`config.mk`:
```
export PLATFORM = sky130hd
export DESIGN_NAME = multicycle_control_unit_flat
export DESIGN_NICKNAME = d
export VERILOG_FILES = /design/src/rtl/multicycle_control_unit_pkg.sv /design/src/rtl/multicycle_control_unit_if.sv /design/src/rtl/multicycle_control_unit_alu_decoder.sv /design/src/rtl/multicycle_control_unit.sv /design/src/flat_wrapper.sv
export SDC_FILE = /design/constraint.sdc
export NUM_CORES = 1
export LEC_CHECK = 0
export CAP_MARGIN = 20
export CORE_MARGIN = 5
export CORE_UTILIZATION = 39
export CTS_CLUSTER_DIAMETER = 40
export DETAILED_ROUTE_END_ITERATION = 7
export PLACE_DENSITY = 0.86
export SLEW_MARGIN = 20
export SYNTH_ARGS = -nofsm -noshare
export SYNTH_HDL_FRONTEND = slang
export SYNTH_SLANG_ARGS = --single-unit
```
`constraint.sdc`:
```
create_clock -name clk -period 2.4 [get_ports clk]
set_input_delay 0.48 -clock clk [delete_from_list [all_inputs] [get_ports clk]]
set_output_delay 0.48 -clock clk [all_outputs]
set_load 0.02 [all_outputs]
```
`src/rtl/multicycle_control_unit_pkg.sv`:
```
// Shared definitions for the multicycle MIPS controller.
// Holds the opcode/funct constants, FSM state encodings, ALU_op codes,
// datapath select constants and the DECODE dispatch helper.
package multicycle_control_unit_pkg;

  // Opcodes
  localparam logic [5:0] OP_RTYPE = 6'b000000;
  localparam logic [5:0] OP_LW    = 6'b100011;
  localparam logic [5:0] OP_SW    = 6'b101011;
  localparam logic [5:0] OP_BEQ   = 6'b000100;
  localparam logic [5:0] OP_ADDI  = 6'b001000;
  localparam logic [5:0] OP_J     = 6'b000010;

  // R-type funct codes understood by the ALU decoder
  localparam logic [5:0] FN_ADD = 6'b100000;
  localparam logic [5:0] FN_SUB = 6'b100010;
  localparam logic [5:0] FN_AND = 6'b100100;
  localparam logic [5:0] FN_OR  = 6'b100101;
  localparam logic [5:0] FN_SLT = 6'b101010;

  // FSM state encodings (12 used, 4 spare codes recover to FETCH)
  localparam int STATE_BITS = 4;
  localparam logic [3:0] S_FETCH    = 4'd0;
  localparam logic [3:0] S_DECODE   = 4'd1;
  localparam logic [3:0] S_MEMADR   = 4'd2;
  localparam logic [3:0] S_MEMREAD  = 4'd3;
  localparam logic [3:0] S_MEMWB    = 4'd4;
  localparam logic [3:0] S_MEMWRITE = 4'd5;
  localparam logic [3:0] S_EXECUTE  = 4'd6;
  localparam logic [3:0] S_ALUWB    = 4'd7;
  localparam logic [3:0] S_BRANCH   = 4'd8;
  localparam logic [3:0] S_ADDIEX   = 4'd9;
  localparam logic [3:0] S_ADDIWB   = 4'd10;
  localparam logic [3:0] S_JUMP     = 4'd11;

  // Internal ALU operation class handed to the ALU decoder
  typedef enum logic [1:0] {
    ALU_OP_ADD   = 2'b00,
    ALU_OP_SUB   = 2'b01,
    ALU_OP_FUNCT = 2'b10
  } alu_op_e;

  // ALU_control encodings
  localparam logic [2:0] ALU_CTL_ADD = 3'b010;
  localparam logic [2:0] ALU_CTL_SUB = 3'b110;
  localparam logic [2:0] ALU_CTL_AND = 3'b000;
  localparam logic [2:0] ALU_CTL_OR  = 3'b001;
  localparam logic [2:0] ALU_CTL_SLT = 3'b111;

  // pc_src selects
  localparam logic [1:0] PC_SRC_ALU    = 2'b00;
  localparam logic [1:0] PC_SRC_ALUOUT = 2'b01;
  localparam logic [1:0] PC_SRC_JUMP   = 2'b10;

  // ALU_srcB selects
  localparam logic [1:0] SRCB_B      = 2'b00;
  localparam logic [1:0] SRCB_FOUR   = 2'b01;
  localparam logic [1:0] SRCB_IMM    = 2'b10;
  localparam logic [1:0] SRCB_IMM_SH = 2'b11;

  // State that follows DECODE for a given opcode. S_FETCH means the
  // opcode is unsupported (or compiled out) and must be flagged illegal.
  function automatic logic [3:0] decode_target(input logic [5:0] op,
                                               input logic addi_en,
                                               input logic j_en);
    logic [3:0] tgt;
    tgt = S_FETCH;
    case (op)
      OP_RTYPE:     tgt = S_EXECUTE;
      OP_LW, OP_SW: tgt = S_MEMADR;
      OP_BEQ:       tgt = S_BRANCH;
      OP_ADDI:      tgt = addi_en ? S_ADDIEX : S_FETCH;
      OP_J:         tgt = j_en ? S_JUMP : S_FETCH;
      default:      tgt = S_FETCH;
    endcase
    return tgt;
  endfunction

endpackage

```
`src/rtl/multicycle_control_unit_if.sv`:
```
// Controller <-> datapath bundle for the multicycle MIPS controller.
// master: the controller (consumes IR fields/flags, drives the selects).
// slave : the datapath side (drives IR fields/flags, consumes the selects).
// Signals:
//   op, funct       IR opcode / funct fields
//   zero, mem_ready ALU zero flag, memory access complete
//   iord .. instr_done  datapath controls and status strobes
//   state           current FSM state (debug, STATE_W bits)
interface multicycle_control_unit_if #(
  parameter int STATE_W = 4
);
  logic [5:0]         op;
  logic [5:0]         funct;
  logic               zero;
  logic               mem_ready;
  logic               iord;
  logic               mem_write;
  logic               ir_write;
  logic               pc_en;
  logic [1:0]         pc_src;
  logic               ALU_srcA;
  logic [1:0]         ALU_srcB;
  logic [2:0]         ALU_control;
  logic               reg_write;
  logic               reg_dst;
  logic               mem_to_reg;
  logic               illegal_op;
  logic               instr_done;
  logic [STATE_W-1:0] state;

  modport master (
    input  op, funct, zero, mem_ready,
    output iord, mem_write, ir_write, pc_en, pc_src, ALU_srcA, ALU_srcB,
           ALU_control, reg_write, reg_dst, mem_to_reg, illegal_op,
           instr_done, state
  );

  modport slave (
    output op, funct, zero, mem_ready,
    input  iord, mem_write, ir_write, pc_en, pc_src, ALU_srcA, ALU_srcB,
           ALU_control, reg_write, reg_dst, mem_to_reg, illegal_op,
           instr_done, state
  );
endinterface

```
`src/rtl/multicycle_control_unit_alu_decoder.sv`:
```
// ALU decoder shared with the single-cycle core.
// Ports:
//   alu_op      in  2  00 add, 01 sub, 10 decode funct
//   funct       in  6  R-type funct field
//   alu_control out 3  ALU operation select
// Unrecognised funct codes fall back to add so the ALU never sees an
// undefined select.
module multicycle_control_unit_alu_decoder
  import multicycle_control_unit_pkg::*;
(
  input  alu_op_e    alu_op,
  input  logic [5:0] funct,
  output logic [2:0] alu_control
);

  always_comb begin
    alu_control = ALU_CTL_ADD;
    case (alu_op)
      ALU_OP_ADD: alu_control = ALU_CTL_ADD;
      ALU_OP_SUB: alu_control = ALU_CTL_SUB;
      default: begin
        case (funct)
          FN_ADD:  alu_control = ALU_CTL_ADD;
          FN_SUB:  alu_control = ALU_CTL_SUB;
          FN_AND:  alu_control = ALU_CTL_AND;
          FN_OR:   alu_control = ALU_CTL_OR;
          FN_SLT:  alu_control = ALU_CTL_SLT;
          default: alu_control = ALU_CTL_ADD;
        endcase
      end
    endcase
  end

endmodule

```
`src/rtl/multicycle_control_unit.sv`:
```
// Multicycle MIPS controller: Moore FSM sequencing each instruction over
// 3-5 cycles (plus memory wait cycles) and driving the datapath selects.
// Ports:
//   clk    in  rising-edge clock
//   reset  in  asynchronous active-high; returns the FSM to FETCH
//   bus    master side of multicycle_control_unit_if (IR fields, zero,
//          mem_ready in; iord/mem_write/ir_write/pc_en/pc_src/ALU_srcA/
//          ALU_srcB/ALU_control/reg_write/reg_dst/mem_to_reg/illegal_op/
//          instr_done/state out)
// Parameters:
//   MEM_HANDSHAKE  1: FETCH/MEMREAD/MEMWRITE wait for mem_ready
//   SUPPORT_ADDI   0: addi is flagged illegal
//   SUPPORT_JUMP   0: j is flagged illegal
//   STATE_W        width of the debug state output (>= 4)
module multicycle_control_unit
  import multicycle_control_unit_pkg::*;
#(
  parameter bit MEM_HANDSHAKE = 1'b1,
  parameter bit SUPPORT_ADDI  = 1'b1,
  parameter bit SUPPORT_JUMP  = 1'b1,
  parameter int STATE_W       = 4
) (
  input  logic                          clk,
  input  logic                          reset,
  multicycle_control_unit_if.master     bus
);

  logic [STATE_BITS-1:0] state_reg;
  logic [STATE_BITS-1:0] state_next;
  logic [STATE_BITS-1:0] decode_next;
  logic                  rdy;
  logic                  pc_write;
  logic                  branch;
  alu_op_e               alu_op;
  logic [STATE_W-1:0]    state_ext;

  // Without the handshake, memory is assumed to answer in one cycle.
  assign rdy = MEM_HANDSHAKE ? bus.mem_ready : 1'b1;

  assign decode_next = decode_target(bus.op, SUPPORT_ADDI, SUPPORT_JUMP);

  always_ff @(posedge clk or posedge reset) begin
    if (reset) begin
      state_reg <= S_FETCH;
    end else begin
      state_reg <= state_next;
    end
  end

  // Next-state and Moore outputs; only rdy and zero gate the outputs.
  always_comb begin
    state_next     = S_FETCH;
    bus.iord       = 1'b0;
    bus.mem_write  = 1'b0;
    bus.ir_write   = 1'b0;
    bus.pc_src     = PC_SRC_ALU;
    bus.ALU_srcA   = 1'b0;
    bus.ALU_srcB   = SRCB_B;
    bus.reg_write  = 1'b0;
    bus.reg_dst    = 1'b0;
    bus.mem_to_reg = 1'b0;
    bus.illegal_op = 1'b0;
    bus.instr_done = 1'b0;
    pc_write       = 1'b0;
    branch         = 1'b0;
    alu_op         = ALU_OP_ADD;

    case (state_reg)
      S_FETCH: begin
        bus.ALU_srcB = SRCB_FOUR;
        bus.pc_src   = PC_SRC_ALU;
        bus.ir_write = rdy;
        pc_write     = rdy;
        state_next   = rdy ? S_DECODE : S_FETCH;
      end
      S_DECODE: begin
        // Branch target is precomputed here while the register file reads.
        bus.ALU_srcB = SRCB_IMM_SH;
        state_next   = decode_next;
        if (decode_next == S_FETCH) begin
          bus.illegal_op = 1'b1;
          bus.instr_done = 1'b1;
        end
      end
      S_MEMADR: begin
        bus.ALU_srcA = 1'b1;
        bus.ALU_srcB = SRCB_IMM;
        state_next   = (bus.op == OP_SW) ? S_MEMWRITE : S_MEMREAD;
      end
      S_MEMREAD: begin
        bus.iord   = 1'b1;
        state_next = rdy ? S_MEMWB : S_MEMREAD;
      end
      S_MEMWB: begin
        bus.mem_to_reg = 1'b1;
        bus.reg_write  = 1'b1;
        bus.instr_done = 1'b1;
        state_next     = S_FETCH;
      end
      S_MEMWRITE: begin
        // Write strobe is held until the memory accepts it.
        bus.iord       = 1'b1;
        bus.mem_write  = 1'b1;
        bus.instr_done = rdy;
        state_next     = rdy ? S_FETCH : S_MEMWRITE;
      end
      S_EXECUTE: begin
        bus.ALU_srcA = 1'b1;
        bus.ALU_srcB = SRCB_B;
        alu_op       = ALU_OP_FUNCT;
        state_next   = S_ALUWB;
      end
      S_ALUWB: begin
        bus.reg_dst    = 1'b1;
        bus.reg_write  = 1'b1;
        bus.instr_done = 1'b1;
        state_next     = S_FETCH;
      end
      S_BRANCH: begin
        bus.ALU_srcA   = 1'b1;
        bus.ALU_srcB   = SRCB_B;
        alu_op         = ALU_OP_SUB;
        bus.pc_src     = PC_SRC_ALUOUT;
        branch         = 1'b1;
        bus.instr_done = 1'b1;
        state_next     = S_FETCH;
      end
      S_ADDIEX: begin
        bus.ALU_srcA = 1'b1;
        bus.ALU_srcB = SRCB_IMM;
        state_next   = S_ADDIWB;
      end
      S_ADDIWB: begin
        bus.reg_write  = 1'b1;
        bus.instr_done = 1'b1;
        state_next     = S_FETCH;
      end
      S_JUMP: begin
        bus.pc_src     = PC_SRC_JUMP;
        pc_write       = 1'b1;
        bus.instr_done = 1'b1;
        state_next     = S_FETCH;
      end
      default: begin
        // Spare encodings: all enables low, recover to FETCH.
        state_next = S_FETCH;
      end
    endcase

    bus.pc_en = pc_write | (branch & bus.zero);
  end

  always_comb begin
    state_ext = '0;
    state_ext[STATE_BITS-1:0] = state_reg;
  end
  assign bus.state = state_ext;

  multicycle_control_unit_alu_decoder u_alu_decoder (
    .alu_op      (alu_op),
    .funct       (bus.funct),
    .alu_control (bus.ALU_control)
  );

endmodule

```
`src/flat_wrapper.sv`:
```
// flat-port wrapper written by rule: the top's interface ports become plain ports
module multicycle_control_unit_flat import multicycle_control_unit_pkg::*;
#(
  parameter bit MEM_HANDSHAKE = 1'b1,
  parameter bit SUPPORT_ADDI  = 1'b1,
  parameter bit SUPPORT_JUMP  = 1'b1,
  parameter int STATE_W       = 4
)
  (clk, reset, bus_op, bus_funct, bus_zero, bus_mem_ready, bus_iord, bus_mem_write, bus_ir_write, bus_pc_en, bus_pc_src, bus_ALU_srcA, bus_ALU_srcB, bus_ALU_control, bus_reg_write, bus_reg_dst, bus_mem_to_reg, bus_illegal_op, bus_instr_done, bus_state);
  multicycle_control_unit_if #(.STATE_W(STATE_W)) bus_i ();
  input  logic clk;
  input  logic reset;
  input wire logic [$bits(bus_i.op)-1:0] bus_op;
  input wire logic [$bits(bus_i.funct)-1:0] bus_funct;
  input wire logic [$bits(bus_i.zero)-1:0] bus_zero;
  input wire logic [$bits(bus_i.mem_ready)-1:0] bus_mem_ready;
  output wire logic [$bits(bus_i.iord)-1:0] bus_iord;
  output wire logic [$bits(bus_i.mem_write)-1:0] bus_mem_write;
  output wire logic [$bits(bus_i.ir_write)-1:0] bus_ir_write;
  output wire logic [$bits(bus_i.pc_en)-1:0] bus_pc_en;
  output wire logic [$bits(bus_i.pc_src)-1:0] bus_pc_src;
  output wire logic [$bits(bus_i.ALU_srcA)-1:0] bus_ALU_srcA;
  output wire logic [$bits(bus_i.ALU_srcB)-1:0] bus_ALU_srcB;
  output wire logic [$bits(bus_i.ALU_control)-1:0] bus_ALU_control;
  output wire logic [$bits(bus_i.reg_write)-1:0] bus_reg_write;
  output wire logic [$bits(bus_i.reg_dst)-1:0] bus_reg_dst;
  output wire logic [$bits(bus_i.mem_to_reg)-1:0] bus_mem_to_reg;
  output wire logic [$bits(bus_i.illegal_op)-1:0] bus_illegal_op;
  output wire logic [$bits(bus_i.instr_done)-1:0] bus_instr_done;
  output wire logic [$bits(bus_i.state)-1:0] bus_state;
  assign bus_i.op = bus_op;
  assign bus_i.funct = bus_funct;
  assign bus_i.zero = bus_zero;
  assign bus_i.mem_ready = bus_mem_ready;
  assign bus_iord = bus_i.iord;
  assign bus_mem_write = bus_i.mem_write;
  assign bus_ir_write = bus_i.ir_write;
  assign bus_pc_en = bus_i.pc_en;
  assign bus_pc_src = bus_i.pc_src;
  assign bus_ALU_srcA = bus_i.ALU_srcA;
  assign bus_ALU_srcB = bus_i.ALU_srcB;
  assign bus_ALU_control = bus_i.ALU_control;
  assign bus_reg_write = bus_i.reg_write;
  assign bus_reg_dst = bus_i.reg_dst;
  assign bus_mem_to_reg = bus_i.mem_to_reg;
  assign bus_illegal_op = bus_i.illegal_op;
  assign bus_instr_done = bus_i.instr_done;
  assign bus_state = bus_i.state;
  multicycle_control_unit #(.MEM_HANDSHAKE(MEM_HANDSHAKE), .SUPPORT_ADDI(SUPPORT_ADDI), .SUPPORT_JUMP(SUPPORT_JUMP), .STATE_W(STATE_W)) u_core (.clk(clk), .reset(reset), .bus(bus_i));
endmodule
```
Yosys cells after proc, flatten, opt, wreduce, memory -nomap -nowiden:

Cells that the tools add are included.

* $add $sub $neg: 0
* $mul: 0
* div/mod/pow operators: 0
* $lt $le $gt $ge: 0
* equal/unequal tests: 21
* shift operators: 0
* mux-type cells: 23
* bitwise gates (word level): 2
* reductions and logical operators: 10

Operator list (count)
* == test 6 bit, second input constant: 6
* case mux 4 bit (7 select lines): 1
* case mux 4 bit (5 select lines): 1
* == test 4 x 3 -> 1 bit, second input constant: 4
* == test 4 bit, second input constant: 4
* case mux 3 bit (4 select lines): 1
* two-way mux 1 bit: 11
* two-way mux 3 bit: 3
* == test 4 x 2 -> 1 bit, second input constant: 2
* zero test 4 bit: 2
* case mux 2 bit (2 select lines): 2
* == test 6 x 2 -> 1 bit, second input constant: 1
* == test 6 x 3 -> 1 bit, second input constant: 1
* == test 6 x 4 -> 1 bit, second input constant: 1
* zero test 6 bit: 1
* case mux 2 bit (3 select lines): 1
* case mux 3 bit (2 select lines): 1
* OR reduction 2 bit: 3
* OR reduction 5 bit: 1
* == test 4 x 1 -> 1 bit, second input constant: 1
* OR reduction 4 bit: 1
* case mux 1 bit (3 select lines): 1
* OR reduction 3 bit: 1
* == test 2 x 1 -> 1 bit, second input constant: 1
* other kinds (4): 4

* bits in registers: 4
* bits in latches: 0
* RAM bits: 0
* ROM bits: 0
* output and inout port bits: 21
* word-level logic and storage cells: 57
* memories kept: 0

Longest topological paths before layout:

* depth in word-level cells: 6
* mapped depth: 5

By module:

A second synthesis with hierarchy kept.

* cell total of the unflattened synthesis: 80
* area total of the unflattened synthesis: 581.8 um2

By module, submodules not included
* multicycle_control_unit: times used 1, cells an instance 72, area an instance 518.0 um2, seq. area each 100.1 um2
* multicycle_control_unit_alu_decoder: times used 1, cells an instance 8, area an instance 63.8 um2, seq. area each 0.0 um2

Least setup slack after synthesis:

No wires, ideal clock.

* path type: register to output
* start: register u_core.state_reg[1], in the netlist u_core.bus.state[1]
* end: output bus_ALU_control[2]
* data arrival time: 1.622 ns
* required time: 1.920 ns
* path slack: 0.298 ns
* cell stages (with the launch flop): 5
* path through: dfrtp_1 buf_2 buf_2 nor3_1 a41o_1

* cells in the longest elaborated chain, start to end: 4

RTL lines
* start, declared: line multicycle_control_unit.sv:28 `logic [STATE_BITS-1:0] state_reg;`
* start signal, assigned: line multicycle_control_unit.sv:46 `state_reg <= state_next;`
* == test 4 bit / == test 4 x 3 -> 1 bit (equally long branches): line multicycle_control_unit.sv:68 `case (state_reg)`
* case mux 2 bit (2 select lines) *: line multicycle_control_unit.sv:68
* == test 2 x 1 -> 1 bit / zero test 2 bit (equally long branches): line multicycle_control_unit_alu_decoder.sv:18 `case (alu_op)`
* case mux 3 bit (2 select lines) *: line multicycle_control_unit_alu_decoder.sv:18
* end, declared: line flat_wrapper.sv:24 `output wire logic [$bits(bus_i.ALU_control)-1:0] bus_ALU_control;`

Every way passes the cells marked *; elsewhere a longest branch is shown, timed or not.

Worst setup path after layout:

* start: input bus_mem_ready
* end: output bus_ir_write

* cells in the longest elaborated chain, start to end: 1

RTL lines
* start, declared: line flat_wrapper.sv:16 `input wire logic [$bits(bus_i.mem_ready)-1:0] bus_mem_ready;`
* two-way mux 1 bit: line multicycle_control_unit.sv:68
* end, declared: line flat_wrapper.sv:19 `output wire logic [$bits(bus_i.ir_write)-1:0] bus_ir_write;`

Every way passes these cells.

==> metrics.cfg <==
[cts]
cts_made_buffers=3
cts_tree=done
clockBufferDepth=2
cts_max_level=1
clk_latency_ps=240
cts_root_buffer=clkbuf_4
clock-sinks=4
cts_hold_buf=0
clk_pin_slew_ps=40

[grt]
antenna_found_initial=0
grt_max_degree=15
grt_overflow_total=0
grt_pass1_vias=835
grt_usage_pct=18.2
grt_pass1_wl_microns=3530

[floorplanning]
start_util_pct=40.4
die_area_sq_um=2430
die_y_microns=49.3
die_w_microns=49.3
num_rows=14
io_pins=37
core_area_sq_um=1490

[logic_synthesis]
yosys_register_bits=4
avgSynthCellArea_sq_um=6.92
synth_cell_types=38
synth.most_common_cell=nor2_1
synth_flop_cell=dfrtp_1
synthesis.nets=103
ys_warn_count=0
synth_edf_count=0
synth_top_area_cell=dfrtp_1
synthTopCellsByCount=nor2_1, nand2_1, a21oi_1
yosysSeqAreaShare_pct=16.6
synthArstFlopShare_pct=100
netlist_instances=87
ys_top_cells_by_area=dfrtp_1, a21oi_1, nor2_1
synthesis.area_sq_um=602
netlist.area_leader.share_pct=16.6

[sta]
finalCriticalPeriod_ps=2320
worst_pin_slew_ps=319
setup-violations-final=0
timing.final.hold_violations=0
fmax_mhz=430
grt_setup_unrepaired=false
finalCritPeriodShare_pct=96.8
relSlewSlack_pct=78.7
skew_ps=11.7
maxSlewViolCount=0

[layout]
fillCellCount=116
antenna_cells=0
final_area_sq_um=1120
largest_reg_flops=4
syn_to_final_growth_pct=85.4
drive_above_1_share_pct=24.5
nNetsFinal=157

[drt]
postRouteWirelength_microns=2250
drc=0
num_vias=873
viasPerCell=5.63
firstDrtPassIters=4
ant_nets=0
routedWlPerCell_microns=14.5
first_iter_violations=14

[hold_path]
worst_hold_path_type=in -> async

[critical_path]
regToRegSetupSlack_ps=830
cp_max_fo=6
ff2ff_path_depth=6
end_kind=output pin
cp-start-kind=input pin
critical_path_class=in -> out
worstPathArrival_ps=1840
critPathRequiredTime_ps=1920

[pwr]
p_leak_uw=0.000546
power_uw=873
p_per_area_nw_per_um2=782
ir_worst_vdd_v=0.000497

[outcome]
status=finished, final reports clean

[job]
cap_viol_max_count=0

[place]
dpl_cell_area_sq_um=1080
place.gp.congestion=0.833
dpl.hpwl_microns=1710
io_buffers=36

per-layer routing:
layer | wire [microns] | GRT usage (%) | share of wire [%]
met5 | 0 | 0 | 0
met4 | 23 | 8.97 | 1.0
met3 | 195 | 4.59 | 8.7
met2 | 1220 | 36.3 | 54
met1 | 812 | 16.0 | 36
worst max-delay path, stage by stage:
cell and delay (ps):
clkdlybuf4s50_1 580, and3_1 180, clkdlybuf4s50_1 600
cells in the final DEF (no fill, tap or decap), types with 2 or more instances in the layout:
cell and instances:
clkdlybuf4s50_1 23, buf_4 19, nor2_1 9, nand2_1 8, a21oi_1 7, dlygate4sd2_1 7, nor3_1 6, inv_1 5
o21ai_0 5, dlymetal6s2s_1 4, dfrtp_1 4, nand2b_1 3, and3_1 3, o22ai_1 3, clkbuf_4 3, xor2_1 2
nand3_1 2, o31ai_2 2, mux2_2 2
where the power goes:
| part | internal (uW) | leakage [uW] | total (uW) | switching [uW] |
|---|---|---|---|---|
| Sequential | 87.0 | 0.0000536 | 100 | 13.4 |
| Combinational | 308 | 0.000478 | 686 | 379 |
| Clock | 56.1 | 0.0000138 | 86.2 | 30.1 |
worst paths after layout:
path / from / endpoint
setup / recovery: bus_mem_ready / bus_ir_write
hold / removal: reset / u_core.bus.state[0]
setup reg to reg: u_core.bus.state[1] / u_core.bus.state[1]
hold reg to reg: u_core.bus.state[3] / u_core.bus.state[0]
max in group asynchronous: reset / u_core.bus.state[1]
min in group clk: u_core.bus.state[3] / u_core.bus.state[0]
logic make-up (layout without fill, tap and decap cells):
group                  Yosys count  in the layout  synth area share (%)
AND/OR/NAND/NOR                 44             44                  41.6
AO/OA/AOI/OAI                   24             24                  25.6
buffers and inverters           10             62                  8.11
flip-flops                       4              4                  16.6
XOR/XNOR                         3              3                  4.37
multiplexers                     2              2                  3.74
through the flow:
stage	util (%)	TNS [ps]	setup slack (ps)	hold WS, ps	cells
finish	75.0	0	76.2	418	155
global route	75.0	0	7.97	451	155
CTS	73.3	-30.3	-30.3	418	154
detailed placement	72.5	-1350	-456	608	151
global placement	72.5	-1110	-376	603	151
floorplan	-	0	298	246	87
what timing repair did:
action	4_1_cts	5_1_grt
endpoints found under the setup margin	10	4
resized for setup	20	6
gates cloned	0	0
setup buffers	0	1
pin swaps	1	1
layout make-up:
class | count | area [sq um] | area share (%)
Inverter | 5 | 18.8 | 1.68
Sequential cell | 4 | 100 | 8.97
Tap cell | 16 | 20.0 | 1.79
Clock buffer | 3 | 22.5 | 2.02
Multi-Input combinational cell | 73 | 465 | 41.7
Timing Repair Buffer | 54 | 489 | 43.8
Power figures use the tool's default switching activity.
